==> config.mk <==
export PLATFORM = sky130hd
export DESIGN_NAME = softplus_sq_arbiter
export DESIGN_NICKNAME = d
export VERILOG_FILES = /design/src/rtl/softplus_sq_arbiter.sv
export SDC_FILE = /design/constraint.sdc
export NUM_CORES = 1
export LEC_CHECK = 0
export ABC_AREA = 1
export CAP_MARGIN = 5
export CELL_PAD_IN_SITES_DETAIL_PLACEMENT = 0
export CELL_PAD_IN_SITES_GLOBAL_PLACEMENT = 1
export CORE_AREA = 2 2 152 109
export DETAILED_ROUTE_END_ITERATION = 12
export DIE_AREA = 0 0 154 111
export PLACE_DENSITY_LB_ADDON = 0.1
export REMOVE_ABC_BUFFERS = 1
export SKIP_CTS_REPAIR_TIMING = 1
export SLEW_MARGIN = 30
export SYNTH_ARGS = -nofsm -noshare
export SYNTH_HDL_FRONTEND = slang
export SYNTH_SLANG_ARGS = --single-unit
==> constraint.sdc <==
create_clock -name clk -period 9.44 [get_ports clk]
set_input_delay 1.888 -clock clk [delete_from_list [all_inputs] [get_ports clk]]
set_output_delay 1.888 -clock clk [all_outputs]
set_load 0.005 [all_outputs]
==> src/rtl/softplus_sq_arbiter.sv <==
// Round-robin arbiter sharing one softplus_squared unit across NUM_REQ requesters,
// behind a 2-stage valid/ready pipeline. Optional busy counter: SOFTPLUS_SQ_ARB_PERF_EN.
module softplus_sq_arbiter #(
  parameter int NUM_REQ = 2,
  parameter int ID_W    = 1
) (
  input  logic                   clk,
  input  logic                   rst_n,
  input  logic [NUM_REQ-1:0]     req_valid,
  input  logic [16*NUM_REQ-1:0]  req_data,
  output logic [NUM_REQ-1:0]     req_ready,
  output logic                   res_valid,
  output logic [15:0]            res_data,
  output logic [ID_W-1:0]        res_id,
  input  logic                   res_ready,
  output logic [31:0]            busy_cnt
);

  // Q8.8 piecewise-linear fit of softplus(x)^2: result = (grad*x >>> 8) + offset, wrapping.
  function automatic logic [15:0] softplus_sq(input logic signed [15:0] x);
    logic signed [15:0] grad;
    logic        [15:0] off;
    logic signed [31:0] prod;
    if (x < -16'sd1024) begin
      grad = 16'sd0;
      off  = 16'h0000;
    end else if (x < 16'sd0) begin
      grad = 16'sd30;
      off  = 16'h007B;
    end else if (x < 16'sd512) begin
      grad = 16'sd516;
      off  = 16'h007B;
    end else begin
      grad = 16'sd1024;
      off  = 16'hFC85;
    end
    prod = 32'(grad) * 32'(x);
    return 16'(prod >>> 8) + off;
  endfunction

  logic [15:0]         op_q, op_d, op_sel;
  logic [ID_W-1:0]     id_q, id_d, gnt_idx;
  logic                s1_valid_q, s1_valid_d;
  logic [15:0]         res_data_q, res_data_d;
  logic [ID_W-1:0]     res_id_q, res_id_d;
  logic                res_valid_q, res_valid_d;
  logic [ID_W-1:0]     rr_ptr_q, rr_ptr_d;
  logic [NUM_REQ-1:0]  grant;
  logic                s1_adv, s2_load, accept;
  int                  idx;

  assign s1_adv  = !s1_valid_q || !res_valid_q || res_ready;
  assign s2_load = s1_valid_q && (!res_valid_q || res_ready);
  assign accept  = |grant;

  always_comb begin
    grant   = '0;
    gnt_idx = '0;
    op_sel  = '0;
    idx     = 0;
    for (int k = 0; k < NUM_REQ; k++) begin
      idx = int'(rr_ptr_q) + k;
      if (idx >= NUM_REQ) idx = idx - NUM_REQ;
      if (s1_adv && (grant == '0) && req_valid[idx]) begin
        grant[idx] = 1'b1;
        gnt_idx    = ID_W'(idx);
        op_sel     = req_data[16*idx +: 16];
      end
    end
  end

  // Reset gating lives only on the output so rst_n never feeds a flop's D input.
  assign req_ready = grant & {NUM_REQ{rst_n}};

  always_comb begin
    op_d        = op_q;
    id_d        = id_q;
    s1_valid_d  = s1_valid_q;
    res_data_d  = res_data_q;
    res_id_d    = res_id_q;
    res_valid_d = res_valid_q;
    rr_ptr_d    = rr_ptr_q;
    if (s2_load) begin
      res_data_d  = softplus_sq(op_q);
      res_id_d    = id_q;
      res_valid_d = 1'b1;
      s1_valid_d  = 1'b0;
    end else if (res_ready) begin
      res_valid_d = 1'b0;
    end
    if (accept) begin
      op_d       = op_sel;
      id_d       = gnt_idx;
      s1_valid_d = 1'b1;
      rr_ptr_d   = (int'(gnt_idx) == NUM_REQ - 1) ? '0 : gnt_idx + ID_W'(1);
    end
  end

  always_ff @(posedge clk or negedge rst_n) begin
    if (!rst_n) begin
      op_q        <= '0;
      id_q        <= '0;
      s1_valid_q  <= 1'b0;
      res_data_q  <= '0;
      res_id_q    <= '0;
      res_valid_q <= 1'b0;
      rr_ptr_q    <= '0;
    end else begin
      op_q        <= op_d;
      id_q        <= id_d;
      s1_valid_q  <= s1_valid_d;
      res_data_q  <= res_data_d;
      res_id_q    <= res_id_d;
      res_valid_q <= res_valid_d;
      rr_ptr_q    <= rr_ptr_d;
    end
  end

  assign res_valid = res_valid_q;
  assign res_data  = res_data_q;
  assign res_id    = res_id_q;

`ifdef SOFTPLUS_SQ_ARB_PERF_EN
  logic [31:0] busy_cnt_q;
  always_ff @(posedge clk or negedge rst_n) begin
    if (!rst_n)      busy_cnt_q <= '0;
    else if (accept) busy_cnt_q <= busy_cnt_q + 32'd1;
  end
  assign busy_cnt = busy_cnt_q;
`else
  assign busy_cnt = 32'd0;
`endif

endmodule

=== Word level (Yosys, flattened, before mapping) ===
Index checks and enable logic that the tools add are counted.

* $add $sub $neg: 5
* $mul: 1
* Order comparisons: 9
* Shift operators: 2
* Muxes and demuxes: 31
* Bitwise logic cells: 2
* Reductions and logical operators: 15

{| class="wikitable"
|+ Operators with widths
! kind !! count
|-
| 16-bit two-way mux || 7
|-
| 32-bit by 1-bit greater-or-equal comparator with 1-bit output (second input constant) || 2
|-
| 32-bit by 3-bit less-than comparator with 1-bit output (second input constant) || 2
|-
| 32-bit two-way mux || 2
|-
| 32-bit by 32-bit variable part select with 16-bit output || 2
|-
| 11-bit two-way mux || 3
|-
| 16-bit by 11-bit less-than comparator with 1-bit output (second input constant) || 2
|-
| 16-bit by 16-bit multiplier with 24-bit output || 1
|-
| 16-bit adder || 1
|-
| 16-bit by 1-bit less-than comparator with 1-bit output (second input constant) || 1
|-
| 1-bit two-way mux || 15
|-
| 1-bit logical AND || 6
|-
| 2-bit two-way mux || 2
|-
| 2-bit nonzero test || 2
|-
| 1-bit logical OR || 3
|-
| 1-bit by 2-bit subtractor with 3-bit output (second input constant) || 1
|-
| 2-bit by 2-bit subtractor with 3-bit output (second input constant) || 1
|-
| 1-bit by 1-bit adder with 2-bit output (second input constant) || 1
|-
| 2-bit bitwise AND || 1
|-
| 1-bit demux with 1-bit select || 2
|-
| 1-bit by 2-bit greater-or-equal comparator with 1-bit output (second input constant) || 1
|-
| 2-bit greater-or-equal comparator (second input constant) || 1
|-
| 1-bit zero test || 2
|-
| 2-bit zero test || 1
|-
| other kinds (3) || 3
|}

* Register bits after elaboration: 37
* Input port bits: 37
* Output and inout port bits: 52

=== Logic depth before layout (Yosys ltp) ===
* Word-level depth: 13
* Gate-level depth with buffers: 40
* Gate-level depth less buffers: 40

=== Worst setup path after synthesis ===
No wires, ideal clock.

* Kind: register to register
* Start point: register op_q[15]
* End point: register res_data_q[14], in the netlist res_data[14]
* Data arrival time: 7,139 ps
* Data required time: 9,322 ps
* Setup slack: 2,184 ps
* Stages on the path, launching flop included: 35
* Path buffers: 0
* Clock period less this slack: 7,256 ps
* Cell sequence: dfrtp_1 -> nand2_1 -> nor4_1 -> inv_1 -> ha_1 -> inv_1 -> nor2_4 -> clkinv_1 -> nor2_1 -> ha_1 -> inv_1 -> fa_1 -> fa_1 -> inv_1 -> fa_1 -> fa_1 -> inv_1 -> fa_1 -> inv_1 -> ha_1 -> a21o_1 -> a221oi_1 -> nand2_1 -> nand2_1 -> nand2_2 -> xor2_1 -> ha_1 -> a21oi_1 -> nor2_1 -> nor2_1 -> nor2_1 -> nor2_1 -> nand3_1 -> nand3_1 -> nand2_1

* Longest elaborated chain between the ends: 7
* Elaborated cells on any way between the ends: 13

{| class="wikitable"
|+ Ends and longest elaborated chain
! element !! RTL line !! text
|-
| start: declaration || 41 || <nowiki>logic [15:0] op_q, op_d, op_sel;</nowiki>
|-
| start signal: assignment || 109 || <nowiki>op_q <= op_d;</nowiki>
|-
| 16-bit by 11-bit less-than comparator with 1-bit output || 30 || <nowiki>end else if (x < 16'sd512) begin</nowiki>
|-
| 11-bit two-way mux || 30 ||
|-
| 11-bit two-way mux || 27 || <nowiki>end else if (x < 16'sd0) begin</nowiki>
|-
| 11-bit two-way mux || 24 || <nowiki>if (x < -16'sd1024) begin</nowiki>
|-
| 16-bit two-way mux || 83 || <nowiki>if (s2_load) begin</nowiki>
|-
| 16-bit by 16-bit multiplier with 24-bit output || 37 || <nowiki>prod = 32'(grad) * 32'(x);</nowiki>
|-
| 16-bit adder (*) || 38 || <nowiki>return 16'(prod >>> 8) + off;</nowiki>
|-
| end signal: assignment || 112 || <nowiki>res_data_q <= res_data_d;</nowiki>
|-
| end: declaration || 44 || <nowiki>logic [15:0] res_data_q, res_data_d;</nowiki>
|}

Every way passes the cells marked *; elsewhere a longest branch is shown, timed or not. The select of a mux whose other input is x is not followed.
A chain may end at the register's enable or synchronous reset.

=== Worst setup path after layout ===
Same ends and word-level chain as after synthesis.

==> results.json <==
{
  "status": "completed",
  "synth_largest_area_cell": "ha_1",
  "syn_area_um2": 6470,
  "fin_skew_ns": 0.00688,
  "synthArstFlopShare_pct": 100,
  "synth_xor_area_share_pct": 3.92,
  "synth.avg_cell_area_um2": 7.63,
  "core.rowCount": 39,
  "vias": 5356,
  "dp_cells": 1102,
  "h-tree-depth": 2,
  "synthTopCellsByArea": "ha_1 (24%), fa_1 (15%), dfrtp_1 (14%), nand2_1 (10%), inv_1 (9.6%)",
  "routed_wl_mm": 14.5,
  "path_common_cell": "inv_1",
  "synth_adder_area_share_pct": 39.5,
  "synth_top_family_by_area": "adder cells",
  "antenna_cells": 0,
  "ir_drop_uv": 243,
  "grt_overflow": 0,
  "min_period_ns": 8.39,
  "netlist_instances": 849,
  "die_height_um": 111,
  "hp-class": "register to register",
  "slew_headroom_pct": 40.9,
  "synth_compound_area_share_pct": 10.2,
  "crit_path_top_delay_cell": "dfrtp_1",
  "clockBufferDepth": 2,
  "grt_max_degree": 39,
  "portBuffers": 56,
  "io_pins": 89,
  "post-dp-hpwl_mm": 12.4,
  "final_core_util_pct": 45.9,
  "wl_per_cell_um": 13.1,
  "path_max_fanout": 14,
  "finalSetupViolCount": 0,
  "drive_gt1_share_pct": 3.20,
  "synth-simple-area-share_pct": 17.6,
  "start_util_pct": 40.8,
  "cts_tree": "yes",
  "insertion_delay_ns": 0.29,
  "drtIter0Drc": 290,
  "dieWidth_um": 154,
  "arrival_ns": 8.57,
  "leakage_uw": 0.00427,
  "ys_ff_latch": 37,
  "period_share_pct": 88.9,
  "grt_use_met2_pct": 26.0,
  "synth_enable_flop_cells": 0,
  "syn2layout_area_growth_pct": 12.5,
  "grt_pass1_vias": 5024,
  "core_um2": 15900,
  "max_freq_mhz": 119,
  "viasPerCell": 4.83,
  "gr-usage-met3_pct": 1.80,
  "antenna_found_initial": 0,
  "dieArea_um2": 17100,
  "ys_warn_count": 0,
  "hold_slack_ns": 0.481,
  "cts_sinks": 37,
  "ys_types": 42,
  "synth_ff_type": "dfrtp_1",
  "post-route-worst-setup-slack_ns": 1.05,
  "yosysSeqAreaShare_pct": 14.3,
  "cp-end-kind": "register",
  "ant_nets": 0,
  "grt_setup_unrepaired": "false",
  "path_class": "register to register",
  "grtUsageMet1_pct": 27.9,
  "synth_top_area_share_pct": 24.3,
  "synthMuxAreaShare_pct": 0,
  "tns_ns": 0,
  "dp_slack_ns": 1.01,
  "worst_slew_pin_slew_ns": 0.885,
  "first_pass_iters": 5,
  "instances_no_fill": 1110,
  "fin_nets": 1116,
  "startpoint_type": "register",
  "required_ns": 9.62,
  "finalHoldViolCount": 0,
  "clockRootBuffer": "clkbuf_16",
  "top_usage_layer": "met1",
  "cts_buffers": 5,
  "cts.clk_slew.worst_paths_ns": 0.06,
  "track_usage_pct": 17.6,
  "final-max-slew-violation-count": 0,
  "grt_pass1_wl_mm": 24.5,
  "maxCapViolations": 0,
  "cpPeakStageDelay_ns": 0.62,
  "place_congestion": 0.815,
  "cellPowerDensity_nw_per_um2": 376,
  "drc": 0
}
[cell usage after synthesis (4+ instances only)]
cell      count
nand4_1       4
fa_1         49
o21ai_0      54
xnor2_1      10
nor2_1       50
nand2_1     178
o211ai_1     16
inv_1       165
nand2_2       5
nor3_1        5
buf_4        32
o21bai_1      4
clkbuf_1     12
nand3_1      22
inv_2         4
xor2_1       19
a21oi_1      28
ha_1        126
dfrtp_1      37
[state kept, by name (all words and copies together), names as in the netlist]
| signal | flops |
|---|---|
| id_q | 1 |
| op_q | 16 |
| res_data | 16 |
| res_id | 1 |
| res_valid | 1 |
| rr_ptr_q | 1 |
| s1_valid_q | 1 |
[layout make-up]
cell class	instances	area [um2]
fillers	1609	8570
multi-input cells	631	4750
flip-flops and latches	37	927
inverters	170	638
repair buffers	59	578
well taps	205	256
clock buffers	6	129
clock inverters	2	10.0
[worst paths after layout]
path                       cells after the start  slack (ns)  startpoint           end
max in group asynchronous                      2        7.39       rst_n      rr_ptr_q
max                                           34        1.05    op_q[15]  res_data[14]
max reg2reg                                   34        1.05    op_q[15]  res_data[14]
min in group asynchronous                      2        1.65       rst_n  res_data[14]
min reg2reg                                    2        0.48  s1_valid_q     res_valid
min                                            2        0.48  s1_valid_q     res_valid
[report_power, final]
part | internal [uW] | switching (uW)
registers | 246 | 80.4
clock network | 97.3 | 74.1
logic | 905 | 1340
total | 1250 | 1490
[per-layer routing]
metal | share of wire, % | vias up
met2 | 42 | 96
met4 | 0.60 | 0
met1 | 54 | 2528
met5 | 0 | -
li1 | - | 2727
met3 | 3.6 | 5
[critical path: cells and delay by family, from the launching register on]
kind,cells,cell delay [ns]
AO/OA/AOI/OAI,3,0.84
XOR/XNOR,1,0.15
adder cells (fa/ha/maj),9,3.86
buffers and inverters,7,0.88
flip-flops,1,0.62
AND/OR/NAND/NOR,14,1.92
[through the flow]
stage / area, um2 / total power [uW]
2_1_floorplan: 6310 / 2010
3_3_place_gp: 7150 / 2570
3_5_place_dp: 7150 / 2590
4_1_cts: 7280 / 2790
5_1_grt: 7290 / 3130
6_report: 7290 / 2740
[cells by family (layout without fill, tap and decap cells)]
family / Yosys count / in the layout
XOR/XNOR: 29 / 29
AO/OA/AOI/OAI: 115 / 115
buffers and inverters: 217 / 237
flip-flops: 37 / 37
adder cells (fa/ha/maj): 175 / 175
AND/OR/NAND/NOR: 275 / 275
other: 1 / 37
[layout by cell type, fill, tap and decap left out, types with 2 or more instances in the layout]
cell type,instances
nand2_1,178
inv_1,165
ha_1,126
clkdlybuf4s50_1,55
o21ai_0,54
nor2_1,50
fa_1,49
conb_1,37
dfrtp_1,36
a21oi_1,28
nand3_1,22
xor2_1,19
o211ai_1,16
xnor2_1,10
nor3_1,5
nand2_2,5
clkbuf_16,5
nand4_1,4
o21bai_1,4
inv_2,4
nor2_2,3
a21o_1,3
buf_4,3
o21ai_1,2
clkinv_2,2
(Power assumes the default switching activity.)
